## src/rtl/bin_to_bcd4_pkg.sv

```systemverilog
// -----------------------------------------------------------------------------
// bin_to_bcd4_pkg
// Shared definitions for the binary-to-BCD converter: FSM state encoding,
// the error digit shown on overflow, the default display limit and the
// digit/accumulator geometry.
// -----------------------------------------------------------------------------
package bin_to_bcd4_pkg;

  typedef enum logic [1:0] {
    S_IDLE  = 2'd0,
    S_SHIFT = 2'd1,
    S_DONE  = 2'd2
  } state_e;

  // Digit value loaded into every position when the input cannot be shown.
  // The scanner renders this nibble as the letter "E".
  localparam logic [3:0] BCD_ERR = 4'hE;

  // Largest value a four-digit display can show.
  localparam int DEF_MAX_VAL = 9999;

  // Number of decimal digits and width of the BCD accumulator.
  localparam int DIGITS = 4;
  localparam int ACC_W  = 4 * DIGITS;

endpackage : bin_to_bcd4_pkg

```

## src/rtl/bin_to_bcd4_if.sv

```systemverilog
// -----------------------------------------------------------------------------
// bin_to_bcd4_if
// Request/result bundle of the binary-to-BCD converter.
//   start     : conversion request (master -> slave)
//   bin_in    : unsigned value to convert (master -> slave)
//   busy      : conversion in progress (slave -> master)
//   done      : one-cycle completion pulse (slave -> master)
//   overflow  : last converted value exceeded the display limit
//   dig1..4   : thousands, hundreds, tens, units digits
// -----------------------------------------------------------------------------
interface bin_to_bcd4_if #(
  parameter int BIN_W = 14
) ();

  logic             start;
  logic [BIN_W-1:0] bin_in;
  logic             busy;
  logic             done;
  logic             overflow;
  logic [3:0]       dig1;
  logic [3:0]       dig2;
  logic [3:0]       dig3;
  logic [3:0]       dig4;

  modport master (
    output start, bin_in,
    input  busy, done, overflow, dig1, dig2, dig3, dig4
  );

  modport slave (
    input  start, bin_in,
    output busy, done, overflow, dig1, dig2, dig3, dig4
  );

endinterface : bin_to_bcd4_if

```

## src/rtl/bcd_add3.sv

```systemverilog
// -----------------------------------------------------------------------------
// bcd_add3
// Combinational double-dabble nibble correction: values of 5 or more get 3
// added so that the following left shift carries correctly into the next
// decimal digit. No carry leaves the nibble.
//   nib_i : accumulator nibble before correction
//   nib_o : corrected nibble
// -----------------------------------------------------------------------------
module bcd_add3 (
  input  logic [3:0] nib_i,
  output logic [3:0] nib_o
);

  assign nib_o = (nib_i >= 4'd5) ? (nib_i + 4'd3) : nib_i;

endmodule : bcd_add3

```

## src/rtl/bin_to_bcd4.sv

```systemverilog
// -----------------------------------------------------------------------------
// bin_to_bcd4
// Sequential binary-to-BCD converter (shift-and-add-3), one input bit per
// clock. A request accepted in IDLE runs BIN_W shift cycles, then the four
// registered digits and the overflow flag are updated together on the edge
// that enters DONE. Digits hold their value between completions so the
// downstream scanner never sees partial results.
//   ClkPort : system clock
//   reset   : asynchronous active-low reset
//   bus     : request/result bundle (slave side)
// Parameters:
//   BIN_W   : input width (4..14)
//   MAX_VAL : largest displayable value; larger inputs show "EEEE"
// -----------------------------------------------------------------------------
module bin_to_bcd4
  import bin_to_bcd4_pkg::*;
#(
  parameter int BIN_W   = 14,
  parameter int MAX_VAL = DEF_MAX_VAL
) (
  input  logic           ClkPort,
  input  logic           reset,
  bin_to_bcd4_if.slave   bus
);

  localparam int          CNT_W = $clog2(BIN_W + 1);
  localparam logic [31:0] MAX_U = 32'(MAX_VAL);
  localparam int          PAIR_W = ACC_W + BIN_W;

  state_e             state_q, state_d;
  logic [BIN_W-1:0]   bin_q, bin_d;
  logic [ACC_W-1:0]   acc_q, acc_d;
  logic [CNT_W-1:0]   cnt_q, cnt_d;
  logic               ovf_pend_q, ovf_pend_d;
  logic               ovf_q, ovf_d;
  logic [3:0]         dig_q [DIGITS];
  logic [3:0]         dig_d [DIGITS];

  logic [ACC_W-1:0]   acc_corr;
  logic [PAIR_W-1:0]  pair_shift;
  logic [ACC_W-1:0]   acc_shift;
  logic [BIN_W-1:0]   bin_shift;

  // Per-nibble add-3 correction ahead of each shift.
  genvar gi;
  generate
    for (gi = 0; gi < DIGITS; gi++) begin : g_add3
      bcd_add3 u_add3 (
        .nib_i (acc_q[4*gi +: 4]),
        .nib_o (acc_corr[4*gi +: 4])
      );
    end
  endgenerate

  // The corrected accumulator and the remaining binary bits shift as one
  // register, so the binary MSB lands in the accumulator LSB.
  assign pair_shift = {acc_corr, bin_q} << 1;
  assign acc_shift  = pair_shift[PAIR_W-1:BIN_W];
  assign bin_shift  = pair_shift[BIN_W-1:0];

  // ---------------------------------------------------------------------------
  // State register
  // ---------------------------------------------------------------------------
  always_ff @(posedge ClkPort or negedge reset) begin
    if (!reset) begin
      state_q    <= S_IDLE;
      bin_q      <= '0;
      acc_q      <= '0;
      cnt_q      <= '0;
      ovf_pend_q <= 1'b0;
      ovf_q      <= 1'b0;
      for (int i = 0; i < DIGITS; i++) begin
        dig_q[i] <= 4'h0;
      end
    end else begin
      state_q    <= state_d;
      bin_q      <= bin_d;
      acc_q      <= acc_d;
      cnt_q      <= cnt_d;
      ovf_pend_q <= ovf_pend_d;
      ovf_q      <= ovf_d;
      for (int i = 0; i < DIGITS; i++) begin
        dig_q[i] <= dig_d[i];
      end
    end
  end

  // ---------------------------------------------------------------------------
  // Next-state and datapath
  // ---------------------------------------------------------------------------
  always_comb begin
    state_d    = state_q;
    bin_d      = bin_q;
    acc_d      = acc_q;
    cnt_d      = cnt_q;
    ovf_pend_d = ovf_pend_q;
    ovf_d      = ovf_q;
    for (int i = 0; i < DIGITS; i++) begin
      dig_d[i] = dig_q[i];
    end

    unique case (state_q)
      S_IDLE: begin
        if (bus.start) begin
          bin_d      = bus.bin_in;
          acc_d      = '0;
          // Decided up front: values needing a fifth digit are never shown.
          ovf_pend_d = (32'(bus.bin_in) > MAX_U);
          cnt_d      = CNT_W'(BIN_W);
          state_d    = S_SHIFT;
        end
      end

      S_SHIFT: begin
        acc_d = acc_shift;
        bin_d = bin_shift;
        cnt_d = cnt_q - CNT_W'(1);
        // cnt_q==1 marks the last shift; publish its result directly so the
        // digits change exactly once, on the DONE-entry edge.
        if (cnt_q == CNT_W'(1)) begin
          state_d = S_DONE;
          ovf_d   = ovf_pend_q;
          for (int i = 0; i < DIGITS; i++) begin
            dig_d[i] = ovf_pend_q ? BCD_ERR : acc_shift[4*i +: 4];
          end
        end
      end

      S_DONE: begin
        state_d = S_IDLE;
      end

      default: begin
        state_d = S_IDLE;
      end
    endcase
  end

  // ---------------------------------------------------------------------------
  // Outputs (all decoded from registers)
  // ---------------------------------------------------------------------------
  assign bus.busy     = (state_q == S_SHIFT);
  assign bus.done     = (state_q == S_DONE);
  assign bus.overflow = ovf_q;
  assign bus.dig1     = dig_q[3];
  assign bus.dig2     = dig_q[2];
  assign bus.dig3     = dig_q[1];
  assign bus.dig4     = dig_q[0];

endmodule : bin_to_bcd4

```

## src/flat_wrapper.sv

```systemverilog
// flat-port wrapper written by rule: the top's interface ports become plain ports
module bin_to_bcd4_flat import bin_to_bcd4_pkg::*;
#(
  parameter int BIN_W   = 14,
  parameter int MAX_VAL = DEF_MAX_VAL
)
  (ClkPort, reset, bus_start, bus_bin_in, bus_busy, bus_done, bus_overflow, bus_dig1, bus_dig2, bus_dig3, bus_dig4);
  bin_to_bcd4_if #(.BIN_W(BIN_W)) bus_i ();
  input  logic ClkPort;
  input  logic reset;
  input wire logic [$bits(bus_i.start)-1:0] bus_start;
  input wire logic [$bits(bus_i.bin_in)-1:0] bus_bin_in;
  output wire logic [$bits(bus_i.busy)-1:0] bus_busy;
  output wire logic [$bits(bus_i.done)-1:0] bus_done;
  output wire logic [$bits(bus_i.overflow)-1:0] bus_overflow;
  output wire logic [$bits(bus_i.dig1)-1:0] bus_dig1;
  output wire logic [$bits(bus_i.dig2)-1:0] bus_dig2;
  output wire logic [$bits(bus_i.dig3)-1:0] bus_dig3;
  output wire logic [$bits(bus_i.dig4)-1:0] bus_dig4;
  assign bus_i.start = bus_start;
  assign bus_i.bin_in = bus_bin_in;
  assign bus_busy = bus_i.busy;
  assign bus_done = bus_i.done;
  assign bus_overflow = bus_i.overflow;
  assign bus_dig1 = bus_i.dig1;
  assign bus_dig2 = bus_i.dig2;
  assign bus_dig3 = bus_i.dig3;
  assign bus_dig4 = bus_i.dig4;
  bin_to_bcd4 #(.BIN_W(BIN_W), .MAX_VAL(MAX_VAL)) u_core (.ClkPort(ClkPort), .reset(reset), .bus(bus_i));
endmodule
```

## config.mk

```make
export PLATFORM = sky130hd
export DESIGN_NAME = bin_to_bcd4_flat
export DESIGN_NICKNAME = d
export VERILOG_FILES = /design/src/rtl/bin_to_bcd4_pkg.sv /design/src/rtl/bin_to_bcd4_if.sv /design/src/rtl/bcd_add3.sv /design/src/rtl/bin_to_bcd4.sv /design/src/flat_wrapper.sv
export SDC_FILE = /design/constraint.sdc
export NUM_CORES = 1
export LEC_CHECK = 0
export CAP_MARGIN = 20
export CORE_UTILIZATION = 41
export CTS_BUF_LIST = sky130_fd_sc_hd__clkbuf_16
export DETAILED_ROUTE_END_ITERATION = 6
export DONT_BUFFER_PORTS = 1
export GPL_ROUTABILITY_DRIVEN = 1
export GPL_TIMING_DRIVEN = 0
export PLACE_DENSITY_LB_ADDON = 0.12
export RECOVER_POWER = 100
export SLEW_MARGIN = 0
export SYNTH_ARGS = -nofsm -noshare
export SYNTH_HDL_FRONTEND = slang
export SYNTH_HIERARCHICAL = 1
export SYNTH_SLANG_ARGS = --single-unit
export TNS_END_PERCENT = 5
```

## constraint.sdc

```tcl
create_clock -name ClkPort -period 1.51 [get_ports ClkPort]
set_input_delay 0.302 -clock ClkPort [delete_from_list [all_inputs] [get_ports ClkPort]]
set_output_delay 0.302 -clock ClkPort [all_outputs]
set_load 0.02 [all_outputs]
```

Word-level counts from Yosys, hierarchy flattened
Cells that the tools add are included.
{ "word_totals": {"regBits": 54, "latchBits": 0, "ramBits": 0, "mem_bits_ro": 0, "input_bits": 17, "out_inout_bits": 19, "word_cells": 48, "mem_count": 0} }
{ "op_classes": {"addsub": 5, "multipliers": 0, "n_div": 0, "n_lt_le_gt_ge": 5, "eq_ne": 5, "shift": 0, "n_mux": 17, "bitwise": 0, "n_reduce_logical": 6} }
{ "op_table": {"columns": ["cell", "n"], "rows": [
  ["$mux 4", 8],
  ["$pmux 16 s2", 1],
  ["$pmux 14 s2", 1],
  ["$ge 4x3->1 const B", 4],
  ["$mux 16", 1],
  ["$gt 14x14->1 const B", 1],
  ["$mux 14", 1],
  ["$add 4x2->4 const B", 3],
  ["$pmux 4 s2", 1],
  ["$reduce_and 2->1", 4],
  ["$eq 4x1->1 const B", 1],
  ["$mux 2", 2],
  ["$pmux 2 s2", 1],
  ["$sub 4x1->4 const B", 1],
  ["$add 3x2->3 const B", 1],
  ["$mux 3", 1],
  ["$eq 2x1->1 const B", 1],
  ["$eq 2x2->1 const B", 1],
  ["$logic_not 2->1", 1],
  ["$ne 2x1->1 const B", 1],
  ["$ne 2x2->1 const B", 1],
  ["$reduce_bool 2->1", 1]
]} }

Longest topological paths before layout
Gate-level depths: netlist (run 1).
{ "logic_depth": {"depth_word": 3, "ltp_mapped": 7, "mapped_depth_nobuf": 7} }

Cells and area by module
The synthesis (run 1) kept the hierarchy.
{ "modules_own_cells": {"columns": ["mod", "n_inst", "cells_per_inst", "area_each_um2", "seq_area_each_um2"], "rows": [
  ["bin_to_bcd4", 1, 232, 2312.2, 1351.3],
  ["bcd_add3", 4, 16, 101.3, 0.0]
]} }

Worst setup path after synthesis (run 1)
OpenSTA, ideal clock, no wires.
{ "synth_timing": {"path_kind": "flip-flop to flip-flop", "start": "reg u_core.acc_q[8]", "end": "reg u_core.dig_q (netlist bit u_core/bus.dig2[2])", "setup_time_ns": 0.082, "t_arrival_ns": 1.365, "required_time_ns": 1.428, "path_slack_ns": 0.063, "path_stages_with_launch": 7, "n_path_buf": 0, "synth_period_minus_slack_ns": 1.447, "cell_sequence": "dfrtp_1 ha_1 nand2b_1 a21oi_2 mux2i_1 nor2_1 a31oi_1"} }
{ "synth_between": {"elab_chain_len": 3, "elab_cells_between_ends": 4, "cone_classes": "1 x add/sub; 1 x order compare; 2 x mux"} }
{ "synth_rtl": {"columns": ["item", "line", "text"], "rows": [
  ["start, declared", "bin_to_bcd4.sv:32", "logic [ACC_W-1:0] acc_q, acc_d;"],
  ["start signal, assigned", "bin_to_bcd4.sv:68", "acc_q <= '0;"],
  ["start signal, assigned", "bin_to_bcd4.sv:78", "acc_q <= acc_d;"],
  ["$add 4x2->4 or $ge 4x3->1 (tied branches)", "bcd_add3.sv:14", "assign nib_o = (nib_i >= 4'd5) ? (nib_i + 4'd3) : nib_i;"],
  ["$mux 4 (*)", "bcd_add3.sv:14", null],
  ["named net u_core.acc_corr[9]", "bin_to_bcd4.sv:39", "logic [ACC_W-1:0] acc_corr;"],
  ["$mux 4 (*)", "bin_to_bcd4.sv:124", "dig_d[i] = ovf_pend_q ? BCD_ERR : acc_shift[4*i +: 4];"],
  ["end signal, assigned by index", "bin_to_bcd4.sv:83", "dig_q[i] <= dig_d[i];"],
  ["end, declared", "bin_to_bcd4.sv:36", "logic [3:0] dig_q [DIGITS];"]
]} }
Mark *: on every way through the listed nets, which the timed path passes. The rest lies on a longest branch.
A chain may end at the register's enable or synchronous reset.

Worst setup path after layout (run 1)
{ "layout_timing": {"start": "reg u_core.cnt_q[0]", "end": "reg u_core.dig_q (netlist bit u_core/bus.dig3[0])"} }
{ "layout_between": {"elab_chain_len": 2} }
{ "layout_rtl": {"columns": ["item", "line", "text"], "rows": [
  ["start, declared", "bin_to_bcd4.sv:33", "logic [CNT_W-1:0] cnt_q, cnt_d;"],
  ["start signal, assigned", "bin_to_bcd4.sv:79", "cnt_q <= cnt_d;"],
  ["$eq 4x1->1", "bin_to_bcd4.sv:120", "if (cnt_q == CNT_W'(1)) begin"],
  ["$reduce_and 2->1 (no line)", null, null]
]} }
Every way passes these cells.

==> metrics.cfg, run 1 <==
[outcome]
status=finished with violations
failed_checks=hold timing, setup timing

[routing]
wirelength_mm=6.077
first_pass_iters=4
dr.first_iter.drc_count=133
detail-route-antenna-nets=0
num_vias=2062
vias_per_cell=5.356
drc=0
post_drt_wl_per_cell_um=15.78

[synthesis]
synth_cells=292
syn_avg_cell_area_sq_um=9.238
synth_nets=319
yosys_warnings=6
syn-cell-area_sq_mm=0.002698

[die]
placementRows=29
start_util_pct=42.48
die_w_um=83.12
die_area_sq_mm=0.006908
core_area_sq_mm=0.006350
die_h_um=83.12
ioPinCount=36

[worst_setup_path]
timing.rr.end=u_core/bus.dig3[0]$_DFFE_PN0P_
crit-reg2reg-launch=u_core/cnt_q[0]$_DFFE_PN0P_
required_ns=1.68
start_kind=flop
cpLargestDelayFamily=flip-flops
worstSetupPathType=flop to flop
cp_num_buf_inv=1
critical-path-slowest-cell=dfrtp_1
critPathMaxFanout=6
crit_chain=ha_1 > nor3b_4 > buf_6 > nand2_2 > mux2_4
slowest_delay_ns=0.43
end_kind=flop
rrSetupSlack_ns=-0.05
reg2reg_depth=5
cp_data_arrival_time_ns=1.73

[sta]
fin_setup_tns_ns=-0.2395
final-setup-viol-count=7
rsz0062_at_grt=yes
fin_crit_sh_pct=103.3
period_needed_ns=1.560
slew_violations=0
final.hold.worst_slack_ns=-0.3016
slew_headroom_pct=63.41
timing.fmax_mhz=640.9
setup_ws_ns=-0.05024
finalHoldViolations=54
fin_skew_ns=0.006322
tightest_slew_ns=0.5464

[power]
leakage_nw=1.448
power_density_mw_per_mm2=2304
vdd_ir_drop_max_mv=0.9183

[placement]
place.gp.congestion=0.7396
dp_cells=369
port_buffers=0
dpl.hpwl_mm=4.024
place_ws_ns=-0.1565

[global_route]
track_usage_pct=18.85
grt_pass1_vias=1959
antenna_found_initial=0
grt_max_degree=55
grt_pass1_wl_mm=10.18
grt_overflow=0

[cells_and_area]
n_antenna_cell=0
layout_common_cells=74 x nand2_1, 50 x dfrtp_1, 22 x o21ai_0
areaGrowthSynthToFinish_pct=17.25
drive_gt1_share_pct=20.45
instances_no_fill=385
nets=334
layout_commonest_cell=nand2_1
fillCellCount=598

[flow_run]
maxCapViolCount=0

[min_path]
min_path_type=primary input to asynchronous set/reset pin

[clock_network]
htreeDepth=2
cts_buffers=5
cts.sinks=54
clockBufferDepth=2
clkTransAtPathRegs_ns=0.07
cts_tree=done
root_buffer=clkbuf_16
insertion_delay_ns=0.29

-- where the power goes --
part           total (mW)  internal (mW)  switching (mW)
logic                3.08           1.39            1.68
clock network        1.29          0.777           0.515
registers            2.92           2.09           0.831
total                7.29           4.26            3.03
-- final cells by class --
| cell class | instances | area, sq um | area share [%] |
|---|---|---|---|
| well taps | 77 | 96.34 | 3.046 |
| flip-flops and latches | 54 | 1356 | 42.88 |
| plain buffers | 16 | 106.4 | 3.362 |
| inverters | 13 | 48.80 | 1.543 |
| clock inverters | 3 | 41.29 | 1.305 |
| clock buffers | 5 | 125.1 | 3.956 |
| repair buffers | 8 | 63.81 | 2.017 |
| multi-input cells | 209 | 1325 | 41.89 |
-- how the worst max path moves through the flow --
stage | start | end | cells after the start
floorplan | u_core/acc_q[8]$_DFFE_PN0P_ | u_core/bus.dig2[2]$_DFFE_PN0P_ | 6
global placement | u_core/state_q[0]$_DFFE_PN0P_ | u_core/acc_q[4]$_DFFE_PN0P_ | 3
detailed placement | u_core/state_q[0]$_DFFE_PN0P_ | u_core/acc_q[6]$_DFFE_PN0P_ | 3
CTS | u_core/state_q[1]$_DFFE_PN0P_ | bus_busy | 4
global route | u_core/acc_q[0]$_DFFE_PN0P_ | u_core/bus.dig4[2]$_DFFE_PN0P_ | 7
finish | u_core/cnt_q[0]$_DFFE_PN0P_ | u_core/bus.dig3[0]$_DFFE_PN0P_ | 5
-- stage by stage --
stage	utilization (%)	total power [mW]	cell area, sq um
finish	49.81	7.289	3163
global route	49.81	7.940	3163
CTS	47.76	6.980	3033
detailed placement	44.00	5.558	2794
global placement	44.00	5.487	2794
floorplan	-	4.900	2698
-- flip-flops by register name, indices dropped and copies added, names as in the netlist --
name / count
u_core/acc_q: 16
u_core/bin_q: 14
u_core/bus.dig1: 4
u_core/bus.dig2: 4
u_core/bus.dig3: 4
u_core/bus.dig4: 4
u_core/cnt_q: 4
u_core/state_q: 2
u_core/bus.overflow: 1
u_core/ovf_pend_q: 1
-- routing by layer --
| layer | GRT usage [%] | share of wire [%] | vias up |
|---|---|---|---|
| li1 | - | - | 1014 |
| met1 | 25.23 | 45 | 1010 |
| met2 | 30.33 | 50 | 32 |
| met3 | 4.473 | 4.2 | 6 |
| met4 | 5.799 | 1.2 | 0 |
| met5 | 0 | 0 | - |
-- worst register-to-register path: stages (launching register included) --
cell     delay, ns
dfrtp_1       0.43
ha_1          0.21
nor3b_4       0.15
buf_6         0.14
nand2_2       0.19
mux2_4        0.33
-- timing repair --
| item | in CTS | in global routing |
|---|---|---|
| setup endpoints to repair | 32 | 42 |
| hold endpoints to repair | 54 | 54 |
| pin swaps | 7 | 10 |
| resized for setup | 10 | 36 |
| setup buffers | 4 | 4 |
Note: power is estimated with default switching activity, not from simulation.
==> inputs of run 2 (changes only) <==
==> constraint.sdc (replaced) <==
create_clock -name ClkPort -period 1.51 [get_ports ClkPort]
set_input_delay 0.2265 -clock ClkPort [delete_from_list [all_inputs] [get_ports ClkPort]]
set_output_delay 0.2265 -clock ClkPort [all_outputs]
set_load 0.02 [all_outputs]
==> run 2 against run 1 <==
The flow still finishes with violations (hold timing, setup timing). Fmax is 1.6% lower. Worst setup slack worse by 0.026 ns. Critical path depth is the same. Hold slack got worse by 0.075 ns. Critical path type unchanged. Largest power group unchanged.
==> metrics.cfg, run 2 (synthesized netlist as in run 1, its figures left out) <==
[cells_and_area]
multi_input_area_sq_mm=0.001274  ; was 0.001325 sq mm
drive_gt1_share_pct=16.39  ; was 20.45%
n_antenna_cell=0  ; unchanged
layout_commonest_cell=nand2_1  ; unchanged
register_area_sq_mm=0.001355  ; was 0.001356 sq mm
instances_no_fill=382  ; was 385
largestRegisters=u_core/acc_q (16), u_core/bin_q (14)  ; unchanged
regMostFlops=u_core/acc_q  ; unchanged
fillCellCount=608  ; was 598
areaGrowthSynthToFinish_pct=14.61  ; was 17.25%
layout_common_cells=74 x nand2_1, 51 x dfrtp_1, 21 x o21ai_0  ; was 74 x nand2_1, 50 x dfrtp_1, 22 x o21ai_0
largest_reg_flops=16  ; unchanged
nets=331  ; was 334

[placement]
dp_cells=369  ; unchanged
place.gp.congestion=0.7396  ; unchanged
port_buffers=0  ; unchanged
dpl.hpwl_mm=4.024  ; unchanged

[worst_setup_path]
reg2reg_depth=5  ; unchanged
timing.rr.end=u_core/bus.dig3[0]$_DFFE_PN0P_  ; unchanged
cp_num_buf_inv=1  ; unchanged
crit_cells=5  ; unchanged
end_kind=flop  ; unchanged
worstSetupStartpoint=u_core/cnt_q[0]$_DFFE_PN0P_  ; unchanged
required_ns=1.68  ; about the same
cp_data_arrival_time_ns=1.76  ; was 1.73 ns
rrSetupSlack_ns=-0.08  ; was -0.05 ns
critical-path-slowest-cell=dfrtp_1  ; unchanged
slowest_delay_ns=0.43  ; about the same
start_kind=flop  ; unchanged
cpLargestDelayFamily=flip-flops  ; unchanged
critPathMaxFanout=6  ; unchanged
crit_chain=ha_1 > nor3b_4 > buf_4 > nand2_2 > mux2_4  ; was ha_1 > nor3b_4 > buf_6 > nand2_2 > mux2_4
crit-reg2reg-launch=u_core/cnt_q[0]$_DFFE_PN0P_  ; unchanged
cp-endpoint=u_core/bus.dig3[0]$_DFFE_PN0P_  ; unchanged
worstSetupPathType=flop to flop  ; unchanged

[routing]
first_pass_iters=4  ; unchanged
detail-route-antenna-nets=0  ; unchanged
drc=0  ; unchanged
num_vias=2018  ; was 2062
post_drt_wl_per_cell_um=15.56  ; was 15.78 um
wirelength_mm=5.943  ; was 6.077 mm
dr.first_iter.drc_count=119  ; was 133
vias_per_cell=5.283  ; was 5.356

[clock_network]
clkTransAtPathRegs_ns=0.07  ; about the same
clockBufferDepth=2  ; unchanged
cts_buffers=5  ; unchanged
insertion_delay_ns=0.29  ; about the same
cts.sinks=54  ; unchanged
htreeDepth=2  ; unchanged
root_buffer=clkbuf_16  ; unchanged
cts_tree=done  ; unchanged

[global_route]
grt_overflow=0  ; unchanged
antenna_found_initial=0  ; unchanged
track_usage_pct=18.78  ; was 18.85%
grt_pass1_vias=1947  ; was 1959
grt_pass1_wl_mm=10.13  ; was 10.18 mm
grt_max_degree=55  ; unchanged

[sta]
setup_ws_ns=-0.07630  ; was -0.05024 ns
tightest_slew_ns=0.5248  ; was 0.5464 ns
timing.fmax_mhz=630.4  ; was 640.9 MHz
finalHoldViolations=54  ; unchanged
slew_headroom_pct=64.86  ; was 63.41%
slew_violations=0  ; unchanged
period_needed_ns=1.586  ; was 1.560 ns
final.hold.worst_slack_ns=-0.3763  ; was -0.3016 ns
rsz0062_at_grt=yes  ; unchanged
final-setup-viol-count=8  ; was 7
fin_skew_ns=0.006295  ; was 0.006322 ns
fin_crit_sh_pct=105.1  ; was 103.3%

[die]
die_w_um=83.12  ; unchanged
die_h_um=83.12  ; unchanged
ioPinCount=36  ; unchanged
core_area_sq_mm=0.006350  ; unchanged
start_util_pct=42.48  ; unchanged
die_area_sq_mm=0.006908  ; unchanged
placementRows=29  ; unchanged

[outcome]
status=finished with violations  ; unchanged
failed_checks=hold timing, setup timing  ; unchanged

[min_path]
min_path_type=primary input to asynchronous set/reset pin  ; unchanged

[power]
leakage_nw=1.428  ; was 1.448 nW
power_density_mw_per_mm2=2300  ; was 2304 mW/mm^2
vdd_ir_drop_max_mv=0.9231  ; was 0.9183 mV

[flow_run]
maxCapViolCount=0  ; unchanged

==> run 2: worst min path at each step <==
stage / from / to / slack [ns] / cells past startpoint
3_5_place_dp: reset / u_core/bus.dig1[0]$_DFFE_PN0P_ / -0.07 / 0
2_1_floorplan: reset / u_core/acc_q[0]$_DFFE_PN0P_ / -0.07 / 0
4_1_cts: reset / u_core/bus.dig1[3]$_DFFE_PN0P_ / -0.38 / 0
6_report: reset / u_core/bus.dig1[0]$_DFFE_PN0P_ / -0.38 / 0
5_1_grt: reset / u_core/cnt_q[3]$_DFFE_PN0P_ / -0.39 / 0
3_3_place_gp: reset / u_core/bus.dig1[0]$_DFFE_PN0P_ / -0.07 / 0
==> run 2: area by class of cell <==
cell class                 instances  area share, %
clock buffer                       5          4.047
clock inverter                     3          1.335
sequential                        54          43.83
inverter                          13          1.659
multi-input combinational        209          41.20
tap                               77          3.116
timing repair buffer               5          1.214
buffer                            16          3.602
==> run 2: report_power, final <==
part           leakage (nW)  internal (mW)  switching (mW)  total [mW]
logic                 0.677           1.30            1.63        2.93
clock network        0.0812          0.777           0.516        1.29
registers             0.669           2.09           0.801        2.89
total                  1.43           4.16            2.95        7.11
==> run 2: metrics by stage <==
step                total power, mW  area [sq um]  setup TNS [ns]  worst slack, ns  util (%)
floorplan                     4.900          2698               0          0.06320         -
global placement              5.487          2794          -3.176          -0.1556     44.00
detailed placement            5.558          2794          -3.142          -0.1565     44.00
CTS                           6.991          3029         -0.1038         -0.02055     47.70
global route                  7.759          3092          -3.033          -0.1627     48.69
finish                        7.110          3092         -0.4146         -0.07630     48.69
==> run 2: what timing repair did <==
item / in CTS / in global routing
resized for setup: 12 / 23
endpoints found under the hold margin: 54 / 54
endpoints found under the setup margin: 32 / 40
pin swaps: 9 / 5
setup buffers: 3 / 2
==> run 2: metal layers <==
metal / GRT usage (%) / part of all wire (%)
met3: 4.473 / 3.7
met2: 30.03 / 49
met1: 25.29 / 46
met5: 0 / 0
met4: 5.799 / 1.2
